File: src/rtl/alu_issue_ctrl_if.sv
// Bundle of the instruction, response and ALU-facing signals of alu_issue_ctrl.
// The master modport is the side that issues instructions and provides the ALU.
interface alu_issue_ctrl_if #(
    parameter int NREG   = 8,
    parameter int DATA_W = 32
);
    localparam int AW = (NREG > 1) ? $clog2(NREG) : 1;

    logic              in_valid;
    logic              in_ready;
    logic [3:0]        in_opcode;
    logic [AW-1:0]     in_rd;
    logic [AW-1:0]     in_rs1;
    logic [AW-1:0]     in_rs2;
    logic              in_imm_sel;
    logic [DATA_W-1:0] in_imm;

    logic [3:0]        alu_opcode;
    logic [DATA_W-1:0] alu_a;
    logic [DATA_W-1:0] alu_b;
    logic [DATA_W-1:0] alu_result;
    logic              alu_flagC;
    logic              alu_flagZ;

    logic              out_valid;
    logic              out_ready;
    logic [AW-1:0]     out_rd;
    logic [DATA_W-1:0] out_data;
    logic              out_flagC;
    logic              out_flagZ;
    logic              out_err;

    modport master (
        output in_valid, in_opcode, in_rd, in_rs1, in_rs2, in_imm_sel, in_imm,
        input  in_ready,
        input  alu_opcode, alu_a, alu_b,
        output alu_result, alu_flagC, alu_flagZ,
        input  out_valid, out_rd, out_data, out_flagC, out_flagZ, out_err,
        output out_ready
    );

    modport slave (
        input  in_valid, in_opcode, in_rd, in_rs1, in_rs2, in_imm_sel, in_imm,
        output in_ready,
        output alu_opcode, alu_a, alu_b,
        input  alu_result, alu_flagC, alu_flagZ,
        output out_valid, out_rd, out_data, out_flagC, out_flagZ, out_err,
        input  out_ready
    );
endinterface

File: src/rtl/alu_issue_ctrl.sv
// Single-issue register-machine front end for the combinational alu32bit:
// reads operands from a small register file, runs one ALU cycle, writes back, responds.
module alu_issue_ctrl #(
    parameter int NREG   = 8,
    parameter int DATA_W = 32
) (
    input  logic             clk,
    input  logic             rst,
    alu_issue_ctrl_if.slave  bus
);
    localparam int AW = (NREG > 1) ? $clog2(NREG) : 1;

    typedef enum logic [1:0] {
        S_IDLE = 2'd0,
        S_EXEC = 2'd1,
        S_RESP = 2'd2
    } state_t;

    state_t            r_state;
    state_t            w_next;

    logic [3:0]        r_op;
    logic [AW-1:0]     r_rd;
    logic [DATA_W-1:0] r_a;
    logic [DATA_W-1:0] r_b;
    logic [DATA_W-1:0] r_data;
    logic              r_flag_c;
    logic              r_flag_z;
    logic              r_err;
    logic [DATA_W-1:0] r_rf [NREG];

    logic              w_accept;
    logic              w_illegal;
    logic              w_in_ready;
    logic              w_out_valid;
    logic [DATA_W-1:0] w_rs1_val;
    logic [DATA_W-1:0] w_rs2_val;

    // r0 is masked on read so it reads zero regardless of storage contents
    always_comb begin
        w_rs1_val = '0;
        w_rs2_val = '0;
        if (bus.in_rs1 != '0) w_rs1_val = r_rf[bus.in_rs1];
        if (bus.in_rs2 != '0) w_rs2_val = r_rf[bus.in_rs2];
    end

    assign w_illegal = (bus.in_opcode >= 4'd13);
    assign w_accept  = bus.in_valid && (r_state == S_IDLE);

    always_comb begin
        w_next      = r_state;
        w_in_ready  = 1'b0;
        w_out_valid = 1'b0;
        case (r_state)
            S_IDLE: begin
                w_in_ready = 1'b1;
                if (bus.in_valid) w_next = w_illegal ? S_RESP : S_EXEC;
            end
            S_EXEC: begin
                w_next = S_RESP;
            end
            S_RESP: begin
                w_out_valid = 1'b1;
                if (bus.out_ready) w_next = S_IDLE;
            end
            default: w_next = S_IDLE;
        endcase
    end

    always_ff @(posedge clk) begin
        if (rst) r_state <= S_IDLE;
        else     r_state <= w_next;
    end

    // Operands are only loaded for legal opcodes so the ALU inputs stay quiet on errors
    always_ff @(posedge clk) begin
        if (rst) begin
            r_op <= '0;
            r_rd <= '0;
            r_a  <= '0;
            r_b  <= '0;
        end else if (w_accept) begin
            r_rd <= bus.in_rd;
            if (!w_illegal) begin
                r_op <= bus.in_opcode;
                r_a  <= w_rs1_val;
                r_b  <= bus.in_imm_sel ? bus.in_imm : w_rs2_val;
            end
        end
    end

    always_ff @(posedge clk) begin
        if (rst) begin
            r_data   <= '0;
            r_flag_c <= 1'b0;
            r_flag_z <= 1'b0;
            r_err    <= 1'b0;
        end else if (w_accept) begin
            r_data   <= '0;
            r_flag_c <= 1'b0;
            r_flag_z <= 1'b0;
            r_err    <= w_illegal;
        end else if (r_state == S_EXEC) begin
            r_data   <= bus.alu_result;
            r_flag_c <= bus.alu_flagC;
            r_flag_z <= bus.alu_flagZ;
        end
    end

    always_ff @(posedge clk) begin
        if (rst) begin
            for (int unsigned i = 0; i < NREG; i++) r_rf[i] <= '0;
        end else if ((r_state == S_EXEC) && (r_rd != '0)) begin
            r_rf[r_rd] <= bus.alu_result;
        end
    end

    assign bus.in_ready   = w_in_ready;
    assign bus.out_valid  = w_out_valid;
    assign bus.alu_opcode = r_op;
    assign bus.alu_a      = r_a;
    assign bus.alu_b      = r_b;
    assign bus.out_rd     = r_rd;
    assign bus.out_data   = r_data;
    assign bus.out_flagC  = r_flag_c;
    assign bus.out_flagZ  = r_flag_z;
    assign bus.out_err    = r_err;
endmodule

File: src/flat_wrapper.sv
// flat-port wrapper written by rule: the top's interface ports become plain ports
module alu_issue_ctrl_flat 
#(
    parameter int NREG   = 8,
    parameter int DATA_W = 32
)
  (clk, rst, bus_in_valid, bus_in_opcode, bus_in_rd, bus_in_rs1, bus_in_rs2, bus_in_imm_sel, bus_in_imm, bus_in_ready, bus_alu_opcode, bus_alu_a, bus_alu_b, bus_alu_result, bus_alu_flagC, bus_alu_flagZ, bus_out_valid, bus_out_rd, bus_out_data, bus_out_flagC, bus_out_flagZ, bus_out_err, bus_out_ready);
  alu_issue_ctrl_if #(.NREG(NREG), .DATA_W(DATA_W)) bus_i ();
  input  logic clk;
  input  logic rst;
  input wire logic [$bits(bus_i.in_valid)-1:0] bus_in_valid;
  input wire logic [$bits(bus_i.in_opcode)-1:0] bus_in_opcode;
  input wire logic [$bits(bus_i.in_rd)-1:0] bus_in_rd;
  input wire logic [$bits(bus_i.in_rs1)-1:0] bus_in_rs1;
  input wire logic [$bits(bus_i.in_rs2)-1:0] bus_in_rs2;
  input wire logic [$bits(bus_i.in_imm_sel)-1:0] bus_in_imm_sel;
  input wire logic [$bits(bus_i.in_imm)-1:0] bus_in_imm;
  output wire logic [$bits(bus_i.in_ready)-1:0] bus_in_ready;
  output wire logic [$bits(bus_i.alu_opcode)-1:0] bus_alu_opcode;
  output wire logic [$bits(bus_i.alu_a)-1:0] bus_alu_a;
  output wire logic [$bits(bus_i.alu_b)-1:0] bus_alu_b;
  input wire logic [$bits(bus_i.alu_result)-1:0] bus_alu_result;
  input wire logic [$bits(bus_i.alu_flagC)-1:0] bus_alu_flagC;
  input wire logic [$bits(bus_i.alu_flagZ)-1:0] bus_alu_flagZ;
  output wire logic [$bits(bus_i.out_valid)-1:0] bus_out_valid;
  output wire logic [$bits(bus_i.out_rd)-1:0] bus_out_rd;
  output wire logic [$bits(bus_i.out_data)-1:0] bus_out_data;
  output wire logic [$bits(bus_i.out_flagC)-1:0] bus_out_flagC;
  output wire logic [$bits(bus_i.out_flagZ)-1:0] bus_out_flagZ;
  output wire logic [$bits(bus_i.out_err)-1:0] bus_out_err;
  input wire logic [$bits(bus_i.out_ready)-1:0] bus_out_ready;
  assign bus_i.in_valid = bus_in_valid;
  assign bus_i.in_opcode = bus_in_opcode;
  assign bus_i.in_rd = bus_in_rd;
  assign bus_i.in_rs1 = bus_in_rs1;
  assign bus_i.in_rs2 = bus_in_rs2;
  assign bus_i.in_imm_sel = bus_in_imm_sel;
  assign bus_i.in_imm = bus_in_imm;
  assign bus_in_ready = bus_i.in_ready;
  assign bus_alu_opcode = bus_i.alu_opcode;
  assign bus_alu_a = bus_i.alu_a;
  assign bus_alu_b = bus_i.alu_b;
  assign bus_i.alu_result = bus_alu_result;
  assign bus_i.alu_flagC = bus_alu_flagC;
  assign bus_i.alu_flagZ = bus_alu_flagZ;
  assign bus_out_valid = bus_i.out_valid;
  assign bus_out_rd = bus_i.out_rd;
  assign bus_out_data = bus_i.out_data;
  assign bus_out_flagC = bus_i.out_flagC;
  assign bus_out_flagZ = bus_i.out_flagZ;
  assign bus_out_err = bus_i.out_err;
  assign bus_i.out_ready = bus_out_ready;
  alu_issue_ctrl #(.NREG(NREG), .DATA_W(DATA_W)) u_core (.clk(clk), .rst(rst), .bus(bus_i));
endmodule
File: config.mk
export PLATFORM = sky130hd
export DESIGN_NAME = alu_issue_ctrl_flat
export DESIGN_NICKNAME = d
export VERILOG_FILES = /design/src/rtl/alu_issue_ctrl_if.sv /design/src/rtl/alu_issue_ctrl.sv /design/src/flat_wrapper.sv
export SDC_FILE = /design/constraint.sdc
export NUM_CORES = 1
export LEC_CHECK = 0
export BUFFER_PORTS_ARGS = -buffer_cell sky130_fd_sc_hd__buf_2
export CORE_MARGIN = 2
export CORE_UTILIZATION = 53
export CTS_BUF_LIST = sky130_fd_sc_hd__clkbuf_8 sky130_fd_sc_hd__clkbuf_16
export DETAILED_ROUTE_END_ITERATION = 7
export PLACE_DENSITY_LB_ADDON = 0.05
export SLEW_MARGIN = 20
export SYNTH_ARGS = -nofsm -noshare
export SYNTH_HDL_FRONTEND = slang
export SYNTH_SLANG_ARGS = --single-unit
File: constraint.sdc
create_clock -name clk -period 3.7 [get_ports clk]
set_clock_uncertainty 0.15 [all_clocks]
set_input_delay 0.185 -clock clk [delete_from_list [all_inputs] [get_ports clk]]
set_output_delay 0.185 -clock clk [all_outputs]
set_load 0.02 [all_outputs]
; ---- After elaboration in Yosys (flattened, before gate mapping)
; Memories as Yosys holds them, arrays and structs flattened.
; Cells that the tools add are included.
[classes]
n_lt_le_gt_ge = 1
n_eq_ne = 4
muxes = 17
bitwise_logic = 1
n_reduce_logical = 10
[ops]
columns = operator, count
row1 = $mux W32, 4
row2 = $reduce_or A32 Y1, 1
row3 = $reduce_bool A3 Y1, 3
row4 = $mux W1, 8
row5 = $mux W2, 3
row6 = $pmux W2 S3, 1
row7 = $ge A4 B4 Y1 const B, 1
row8 = $ne A2 B2 Y1 const B, 2
row9 = $reduce_and A2 Y1, 2
row10 = $mux W3, 1
row11 = $eq A2 B1 Y1 const B, 1
row12 = $eq A2 B2 Y1 const B, 1
row13 = $logic_and A1 B1 Y1, 2
row14 = $logic_not A2 Y1, 1
row15 = $reduce_or A2 Y1, 1
row16 = $not A1 Y1, 1
[word_totals]
reg_bits = 108
mem_bits_rw = 256
out_inout_bits = 108
word_cells = 43
memories = 1
[mem_list]
columns = name, words, word_bits, read_ports, rd_ports_with_merged_regs, wr, line
row1 = u_core.r_rf, 8, 32, 2, 0, 8, alu_issue_ctrl.sv:30  ; logic [DATA_W-1:0] r_rf [NREG];

; ---- Logic depth before layout (Yosys ltp)
; Gate-level depths: netlist of run 1.
[depth]
word_depth = 7
mapped_depth = 7
ltp_nobuf = 5

; ---- Least setup slack after synthesis of run 1
; Ideal clock, no wire load.
[synth_path]
path_kind = reg-to-reg
startpoint = register u_core.r_state[0]
endpoint = memory u_core.r_rf[7][0] (enable)
t_arrival_ns = 3.181
required_time_ns = 3.084
slack_ns = -0.097
path_stages_with_launch = 5
synth_period_minus_slack_ns = 3.797
cell_sequence = dfxtp_1 > nor2b_1 > buf_2 > nand3_4 > o21ai_0
[synth_rtl]
columns = item, line
row1 = "start, declared", alu_issue_ctrl.sv:19  ; state_t r_state;
row2 = "start signal, assigned", alu_issue_ctrl.sv:72  ; else r_state <= w_next;
row3 = "end, declared", alu_issue_ctrl.sv:30

==> key figures, run 1 <==
STA
  – Worst Max-Slew Pin Slew: 1.10 ns
  – Worst rel slew slack: 26.4%
  – Setup TNS: 0 ns
  – Final hold vios: 0
  – Final Critical Period: 2.58 ns
  – Max-slew violations: 0
  – # setup viols final: 0
  – Worst Slack Setup Final: 1.12 ns
  – Period utilization: 69.8%
  – RSZ-0062 raised after global routing: no
  – Achievable frequency: ~390 MHz

Synth
  – Post-synthesis register bit count: 332
  – Async S/R FF share, synth: 0%
  – Sequential share of the synthesized area: 55.8%
  – Number of synthesized flops with an enable pin: 224
  – Post-synth cell types: 44
  – Predominant post-synthesis flop cell: edfxtp_1
  – Synth Area per Inst: 12.4 um^2
  – Cell count after synthesis: 1282
  – Synth top area cells: edfxtp_1, dfxtp_1, and2_1
  – Leading area contributor after synthesis: edfxtp_1
  – Syn Std Cell Area: 15900 um^2
  – Share of the synthesized area in the top cell type: a little over two fifths
  – Synth Net Count: 1366
  – Synth warn: 0

Placed design
  – IO Port Bufs: about 190
  – Gpl congestion: 0.788
  – DP HPWL: approximately 28000 um
  – Placement Setup Slack: 0.942 ns

Worst hold path
  – Min-Delay Endpoint: u_core.bus.out_rd[0]$_SDFFE_PP0P_
  – Source of the worst hold timing path: rst
  – Worst min path class: in2reg
  – Hold Path Depth: 2

Global route
  – Largest net degree at the start of global routing: 65
  – Antenna violations before repair: 0
  – GR Util All Layers: between 20% and 30%
  – First-pass GRT wire length: 69500 um
  – GR Overflow Total: 0
  – Vias in the first global route: 11700

Run status
  – Status: complete, no violations

Drt
  – WL per Instance: 23.7 um
  – Starting DRT DRC Count: slightly above 1000
  – Vias: roughly 12000
  – Pre-antenna DRT Iters: 5
  – Vias per inst: 5.96
  – DRT Wirelength: 45800 um
  – DRC: 0
  – DRT antenna net count: 0

Layout
  – Ant diodes: 0
  – Nets: 1604
  – Layout cells sized above 1: 29.8%
  – Filler cells: 2283
  – Area Overhead vs Synth: 20.8%

Power and ir drop
  – Pwr dens: between 400 and 500 nW/um^2
  – Leakage Power: about 0.0076 uW
  – VDD IR max: 417 uV

Worst setup path
  – Slowest cell on the critical path: or2_2
  – FF-to-FF setup slack: 1.12 ns
  – Max FO, Critical Path: 18
  – Reg-to-Reg End: u_core.r_rf[4][0]$_SDFFCE_PN0P_
  – Worst R2R Start: u_core.r_state[1]$_SDFFE_PP0P_
  – Crit Path Category: reg2reg
  – Crit path launch type: register
  – Req. time, crit path: 3.76 ns
  – CP Capture Type: register
  – Worst path cell trace: nand2b_2 -> nor4_4 -> or2_2 -> buf_4
  – Setup crit start: u_core.r_state[1]$_SDFFE_PP0P_
  – Worst path arrival time: 2.64 ns
  – CP peak stage delay: 0.55 ns
  – Worst r2r path cells: 4

Clocking
  – Post-CTS resize count: 0
  – Htree depth: 2
  – Sink Count: about 330
  – Number of buffers created by CTS: 36
  – Clock Latency Late Sink: 0.53 ns
  – Clock slew at reported path FFs: 0.06 ns
  – Clock root buffer master: clkbuf_16
  – Clock Tree Buf Depth: 3
  – TritonCTS clock tree: built
  – Postcts setup bufs: 0

Floorplanning
  – Full die area: 31500 um^2
  – Site Rows: 63
  – Die height: approximately 180 um
  – Core area: 29600 um^2
  – Initial Util: 53.8%
  – IO Count: 192
  – Die W: 177 um

Job
  – Max-cap violations: 0
-- power breakdown --
group          switching, uW  total (uW)  internal, uW
Combinational            620        1040           420
Sequential              94.2        4200          4110
Clock                   1460        3630          2170
-- layout make-up --
| class | count | area (um^2) | share of cell area (%) |
|---|---|---|---|
| inverters | 4 | 15.0 | 0.0780 |
| repair buffers | 308 | 2080 | 10.8 |
| multi-input cells | 838 | 6580 | 34.2 |
| clock buffers | 44 | 1020 | 5.31 |
| flip-flops and latches | 332 | 8890 | 46.2 |
| well taps | 390 | 488 | 2.54 |
| clock inverters | 22 | 178 | 0.923 |
-- critical path, delay by kind of cell, from the launching register on --
family | cells | cell delay [ns]
flops | 1 | 0.38
simple gates | 3 | 1.41
buf+inv | 1 | 0.32
-- metal layers --
metal | track usage (%) | up-vias | routed length, um
li1 | - | 5236 | -
met1 | 40.0 | 5772 | 19500
met2 | 49.0 | 490 | 22200
met3 | 4.80 | 55 | 3290
met4 | 7.24 | 0 | 834
met5 | 0 | - | 0
-- state kept, by name, indices dropped and copies added, names as in the netlist --
signal and flops:
u_core.bus.out_rd 3, u_core.bus.out_flagC 1, u_core.bus.alu_opcode 4, u_core.bus.alu_a 32, u_core.bus.out_flagZ 1, u_core.bus.alu_b 32, u_core.bus.out_data 32, u_core.r_state 2
u_core.r_rf 224, u_core.bus.out_err 1
-- how the worst max path moves through the flow --
stage	end	slack [ns]	cells after the start
floorplan	u_core.r_rf[7][0]$_SDFFCE_PN0P_	-0.1	4
global placement	u_core.r_rf[1][18]$_SDFFCE_PN0P_	1.0	5
detailed placement	u_core.r_rf[1][15]$_SDFFCE_PN0P_	0.94	5
CTS	u_core.r_rf[4][3]$_SDFFCE_PN0P_	1.12	4
global route	u_core.bus.alu_a[27]$_SDFFE_PP0P_	0.97	5
finish	u_core.r_rf[4][0]$_SDFFCE_PN0P_	1.12	4
-- cell usage in the layout (no fill, tap or decap), drive strengths merged, types with 9 or more instances in the layout --
cell type	instances
a21oi	38
a221oi	32
a22o	38
a22oi	50
a311oi	9
a32o	23
and2	226
buf	232
clkbuf	44
dfxtp	108
dlygate4sd3	76
edfxtp	224
inv	16
mux2	106
mux2i	35
mux4	32
nand2	112
nand2b	27
nor2	24
o21ai	54
or3	9
-- cell families (layout without fill, tap and decap cells) --
| logic type | count (synthesis) | after routing | synth area share [%] |
|---|---|---|---|
| AOI/OAI and AO/OA | 251 | 251 | 11.9 |
| buffers and inverters | 112 | 378 | 3.54 |
| DFF | 332 | 332 | 55.8 |
| muxes | 173 | 173 | 14.3 |
| and+or+nand+nor | 414 | 414 | 14.5 |
-- cells in the mapped netlist (2+ instances only) --
library cell / number
dfxtp_1: 108
clkbuf_1: 54
mux2i_1: 35
buf_2: 28
buf_4: 14
and2_1: 225
mux2_4: 4
o21ai_0: 45
mux2_2: 101
or3_1: 9
buf_1: 5
inv_1: 3
edfxtp_1: 224
mux4_2: 32
a221oi_1: 28
a32o_1: 23
o21ai_1: 9
o2bb2ai_1: 2
nand2b_1: 27
nor2_1: 23
buf_6: 6
nand2_1: 112
a311oi_2: 9
a22oi_1: 50
a22o_1: 38
a221oi_2: 4
nor4_2: 3
a21oi_1: 38
or2_2: 5
nor2b_1: 4
-- repair_timing --
item | 4_1_cts | 5_1_grt
hold buffers | 76 | 0
endpoints found under the hold margin | 299 | 0
endpoints found under the setup margin | 0 | 0
-- metrics by stage --
step | utilization, % | cells | hold WS, ns | total power [uW] | instance area [um^2]
3_3_place_gp | 58.3 | 1796 | 0.272 | 5230 | 17300
2_1_floorplan | - | 1282 | 0.171 | 4870 | 15900
5_1_grt | 64.9 | 1938 | 0.0523 | 9170 | 19200
3_5_place_dp | 58.3 | 1796 | 0.276 | 5250 | 17300
6_report | 64.9 | 1938 | 0.0427 | 8870 | 19200
4_1_cts | 64.9 | 1938 | 0.0269 | 8930 | 19200
(Power assumes the default switching activity.)
==> inputs of run 2 (changes only) <==
Settings changed: ABC_AREA set to 1, CORE_UTILIZATION 53 to 58.
Clock period 3.7 ns to 2.45 ns, I/O delays scaled along.
==> run 2 against run 1 <==
Net effect:
- critical path depth grew 2
- critical endpoint is now u_core.bus.alu_opcode[0]$_SDFFE_PP0P_
- clock-buffer cell count fell by 3
- worst hold slack improved by 0.014 ns
- maximum frequency increased by 14%
- critical path type unchanged
- largest cell class unchanged
- sequential power up 51%
==> key figures, run 2 <==
Floorplanning
  – Die W: 171 um (was 177 um)
  – IO Count: 192 (unchanged)
  – Site Rows: 61 (was 63)
  – Core area: 27600 um^2 (was 29600 um^2)
  – Die height: 171 um (was 177 um)
  – Full die area: 29200 um^2 (was 31500 um^2)
  – Initial Util: 58.5% (was 53.8%)

Layout
  – Nets: 2355 (was 1604)
  – FF/Latch Area: 8890 um^2 (unchanged)
  – Multi-input logic area: 6090 um^2 (was 6580 um^2)
  – Commonest non-fill, non-tap cell in the layout: nand2_1 (was and2_1)
  – Ant diodes: 0 (unchanged)
  – Most frequent cells in the layout: nand2_1, nor2_1, edfxtp_1 (was and2_1, edfxtp_1, buf_2)
  – Reg with most FFs: u_core.r_rf (unchanged)
  – Layout cells sized above 1: 15.0% (was 29.8%)
  – Core Util, Final: 71.0% (was 64.9%)
  – Filler cells: 2121 (was 2283)
  – Area Overhead vs Synth: 21.2% (was 20.8%)
  – Largest register FFs: 224 (unchanged)

Global route
  – Largest net degree at the start of global routing: 116 (was 65)
  – GR Util All Layers: 35.9% (was 29.3%)
  – GR Overflow Total: 0 (unchanged)
  – Antenna violations before repair: 0 (unchanged)
  – Vias in the first global route: 14500 (was 11700)
  – First-pass GRT wire length: 79000 um (was 69500 um)

Worst setup path
  – Setup crit start: u_core.r_state[1]$_SDFFE_PP0P_ (unchanged)
  – Instance count on the critical path: 6 (was 4)
  – CP peak stage delay: 0.80 ns (was 0.55 ns)
  – Worst R2R Start: u_core.r_state[1]$_SDFFE_PP0P_ (unchanged)
  – Buf/Inv on CP: 0 (was 1)
  – Cell repeated most along the worst path: nor2_4
  – Reg-to-Reg End: u_core.bus.alu_opcode[0]$_SDFFE_PP0P_ (was u_core.r_rf[4][0]$_SDFFCE_PN0P_)
  – Crit path launch type: register (unchanged)
  – Critical Path End: u_core.bus.alu_opcode[0]$_SDFFE_PP0P_ (was u_core.r_rf[4][0]$_SDFFCE_PN0P_)
  – FF-to-FF setup slack: 0.18 ns (was 1.12 ns)
  – CP Capture Type: register (unchanged)
  – Slowest cell on the critical path: nor2_4 (was or2_2)
  – Worst path arrival time: 2.56 ns (was 2.64 ns)
  – Top Family by Delay on Critical Path: simple AND/OR/NAND/NOR gates (unchanged)
  – Crit Path Category: reg2reg (unchanged)
  – Worst path cell trace: nor2_4 -> nand2_4 -> nor2_8 -> nor2_4 -> nand2_1 -> o21ai_1 (was nand2b_2 -> nor4_4 -> or2_2 -> buf_4)
  – Max FO, Critical Path: 38 (was 18)
  – Req. time, crit path: 2.73 ns (was 3.76 ns)
  – Worst r2r path cells: 6 (was 4)

Synth
  – Post-synth cell types: 28 (was 44)
  – Top post-synthesis cells by count: nand2_1, nor2_1, edfxtp_1 (was and2_1, edfxtp_1, nand2_1)
  – Number of synthesized flops with an enable pin: 224 (unchanged)
  – Most numerous cell in the Yosys netlist: nand2_1 (was and2_1)
  – Sequential share of the synthesized area: 55.1% (was 55.8%)
  – Synth warn: 0 (unchanged)
  – Async S/R FF share, synth: 0% (unchanged)
  – Synth Net Count: 2108 (was 1366)
  – Leading area contributor after synthesis: edfxtp_1 (unchanged)
  – Syn Std Cell Area: 16100 um^2 (was 15900 um^2)
  – Synth top area cells: edfxtp_1, nand2_1, dfxtp_1 (was edfxtp_1, dfxtp_1, and2_1)
  – Predominant post-synthesis flop cell: edfxtp_1 (unchanged)
  – Synth Area per Inst: 7.97 um^2 (was 12.4 um^2)
  – Post-synthesis register bit count: 332 (unchanged)
  – Cell count after synthesis: 2024 (was 1282)
  – Share of the synthesized area in the top cell type: 41.7% (was 42.2%)

STA
  – Setup TNS: 0 ns (unchanged)
  – Final hold vios: 0 (unchanged)
  – Worst Max-Slew Pin Slew: 1.02 ns (was 1.10 ns)
  – RSZ-0062 raised after global routing: no (unchanged)
  – Hold WS: 0.0565 ns (was 0.0427 ns)
  – Worst rel slew slack: 31.8% (was 26.4%)
  – Period utilization: 92.8% (was 69.8%)
  – Final Critical Period: 2.27 ns (was 2.58 ns)
  – Worst Slack Setup Final: 0.176 ns (was 1.12 ns)
  – # setup viols final: 0 (unchanged)
  – Max-slew violations: 0 (unchanged)
  – Achievable frequency: 440 MHz (was 387 MHz)

Placed design
  – Placement Setup Slack: 0.318 ns (was 0.942 ns)
  – DP HPWL: 30400 um (was 27700 um)
  – IO Port Bufs: 191 (unchanged)
  – Gpl congestion: 0.882 (was 0.788)

Power and ir drop
  – Tot Pwr: 13600 uW (was 8870 uW)
  – Pwr dens: 695 nW/um^2 (was 461 nW/um^2)
  – VDD IR max: 590 uV (was 417 uV)
  – Leakage Power: 0.00886 uW (was 0.00763 uW)

Drt
  – Starting DRT DRC Count: 1669 (was 1029)
  – Pre-antenna DRT Iters: 6 (was 5)
  – Vias per inst: 5.69 (was 5.96)
  – WL per Instance: 19.5 um (was 23.7 um)
  – DRT Wirelength: 52300 um (was 45800 um)
  – Vias: 15200 (was 11600)
  – DRT antenna net count: 0 (unchanged)
  – DRC: 0 (unchanged)

Clocking
  – Clock Tree Buf Depth: 3 (unchanged)
  – Htree depth: 2 (unchanged)
  – Clock slew at reported path FFs: 0.06 ns (about the same)
  – Clock root buffer master: clkbuf_16 (unchanged)
  – Postcts setup bufs: 0 (unchanged)
  – Number of buffers created by CTS: 36 (unchanged)
  – Clock Latency Late Sink: 0.53 ns (about the same)
  – Sink Count: 332 (unchanged)
  – TritonCTS clock tree: built (unchanged)

Job
  – Max-cap violations: 0 (unchanged)

Run status
  – Status: complete, no violations (unchanged)

Worst hold path
  – Source of the worst hold timing path: bus_in_rs2[1] (was rst)
  – Worst min path class: in2reg (unchanged)
[run 2: cell types whose count changed in the layout (fill, tap and decap cells not counted), sizes merged, moves of 35 or more]
cell    before  now
nor2        24  381
nand3        1  205
a22oi       50    0
mux2i       35    0
nand2      112  599
o211ai       1   63
inv         16  163
a21oi       38   83
a22o        38    0
mux2       106    0
and2       226    0
[run 2: metal layers]
| metal | routed length [um] | track usage, % | vias up | part of all wire, % |
|---|---|---|---|---|
| met5 | 0 | 0 | - | 0 |
| met4 | 1870 | 15.4 | 0 | 3.6 |
| met3 | 6540 | 6.92 | 150 | 12 |
| met2 | 24500 | 58.9 | 1013 | 47 |
| met1 | 19400 | 46.7 | 7017 | 37 |
| li1 | - | - | 7044 | - |
[run 2: worst min path at each step]
stage | endpoint | cells past startpoint
6_report | u_core.bus.alu_b[5]$_SDFFE_PP0P_ | 4
4_1_cts | u_core.bus.alu_b[5]$_SDFFE_PP0P_ | 4
2_1_floorplan | u_core.r_state[1]$_SDFFE_PP0P_ | 1
3_3_place_gp | u_core.bus.alu_opcode[2]$_SDFFE_PP0P_ | 3
5_1_grt | u_core.bus.alu_b[5]$_SDFFE_PP0P_ | 4
3_5_place_dp | u_core.bus.alu_opcode[3]$_SDFFE_PP0P_ | 3
[run 2: worst register-to-register path, stage by stage, from the launching register on]
cell     delay, ns
dfxtp_1       0.51
nor2_4        0.09
nand2_4       0.15
nor2_8        0.12
nor2_4        0.80
nand2_1       0.20
o21ai_1       0.18
[run 2: timing repair]
| action | 4_1_cts | 5_1_grt |
|---|---|---|
| endpoints found under the hold margin | 299 | 0 |
| setup endpoints to repair | 0 | 9 |
| resized for setup | 0 | 1 |
| hold buffers | 88 | 0 |
[run 2: where the power goes]
part	leakage [uW]	internal [uW]	switching [uW]
logic	0.00506	584	1220
registers	0.00321	6220	141
clock network	0.000589	3140	2280
[run 2: kinds of logic after synthesis]
kind of cell           Yosys count  share of synthesized area [%]
buffers and inverters          285                           7.23
DFF                            332                           55.1
and+or+nand+nor               1201                           30.2
AOI/OAI and AO/OA              206                           7.45
[run 2: final cells by class]
type	instances	share of cell area, %
inverter	155	2.97
multi-input combinational	1407	31.1
timing repair buffer	339	12.0
clock buffer	41	5.07
sequential	332	45.4
tap	378	2.42
clock inverter	25	0.985
[run 2: metrics by stage]
stage	instances	area (um^2)
2_1_floorplan	2024	16100
3_3_place_gp	2523	17500
3_5_place_dp	2523	17500
4_1_cts	2677	19600
5_1_grt	2677	19600
6_report	2677	19600
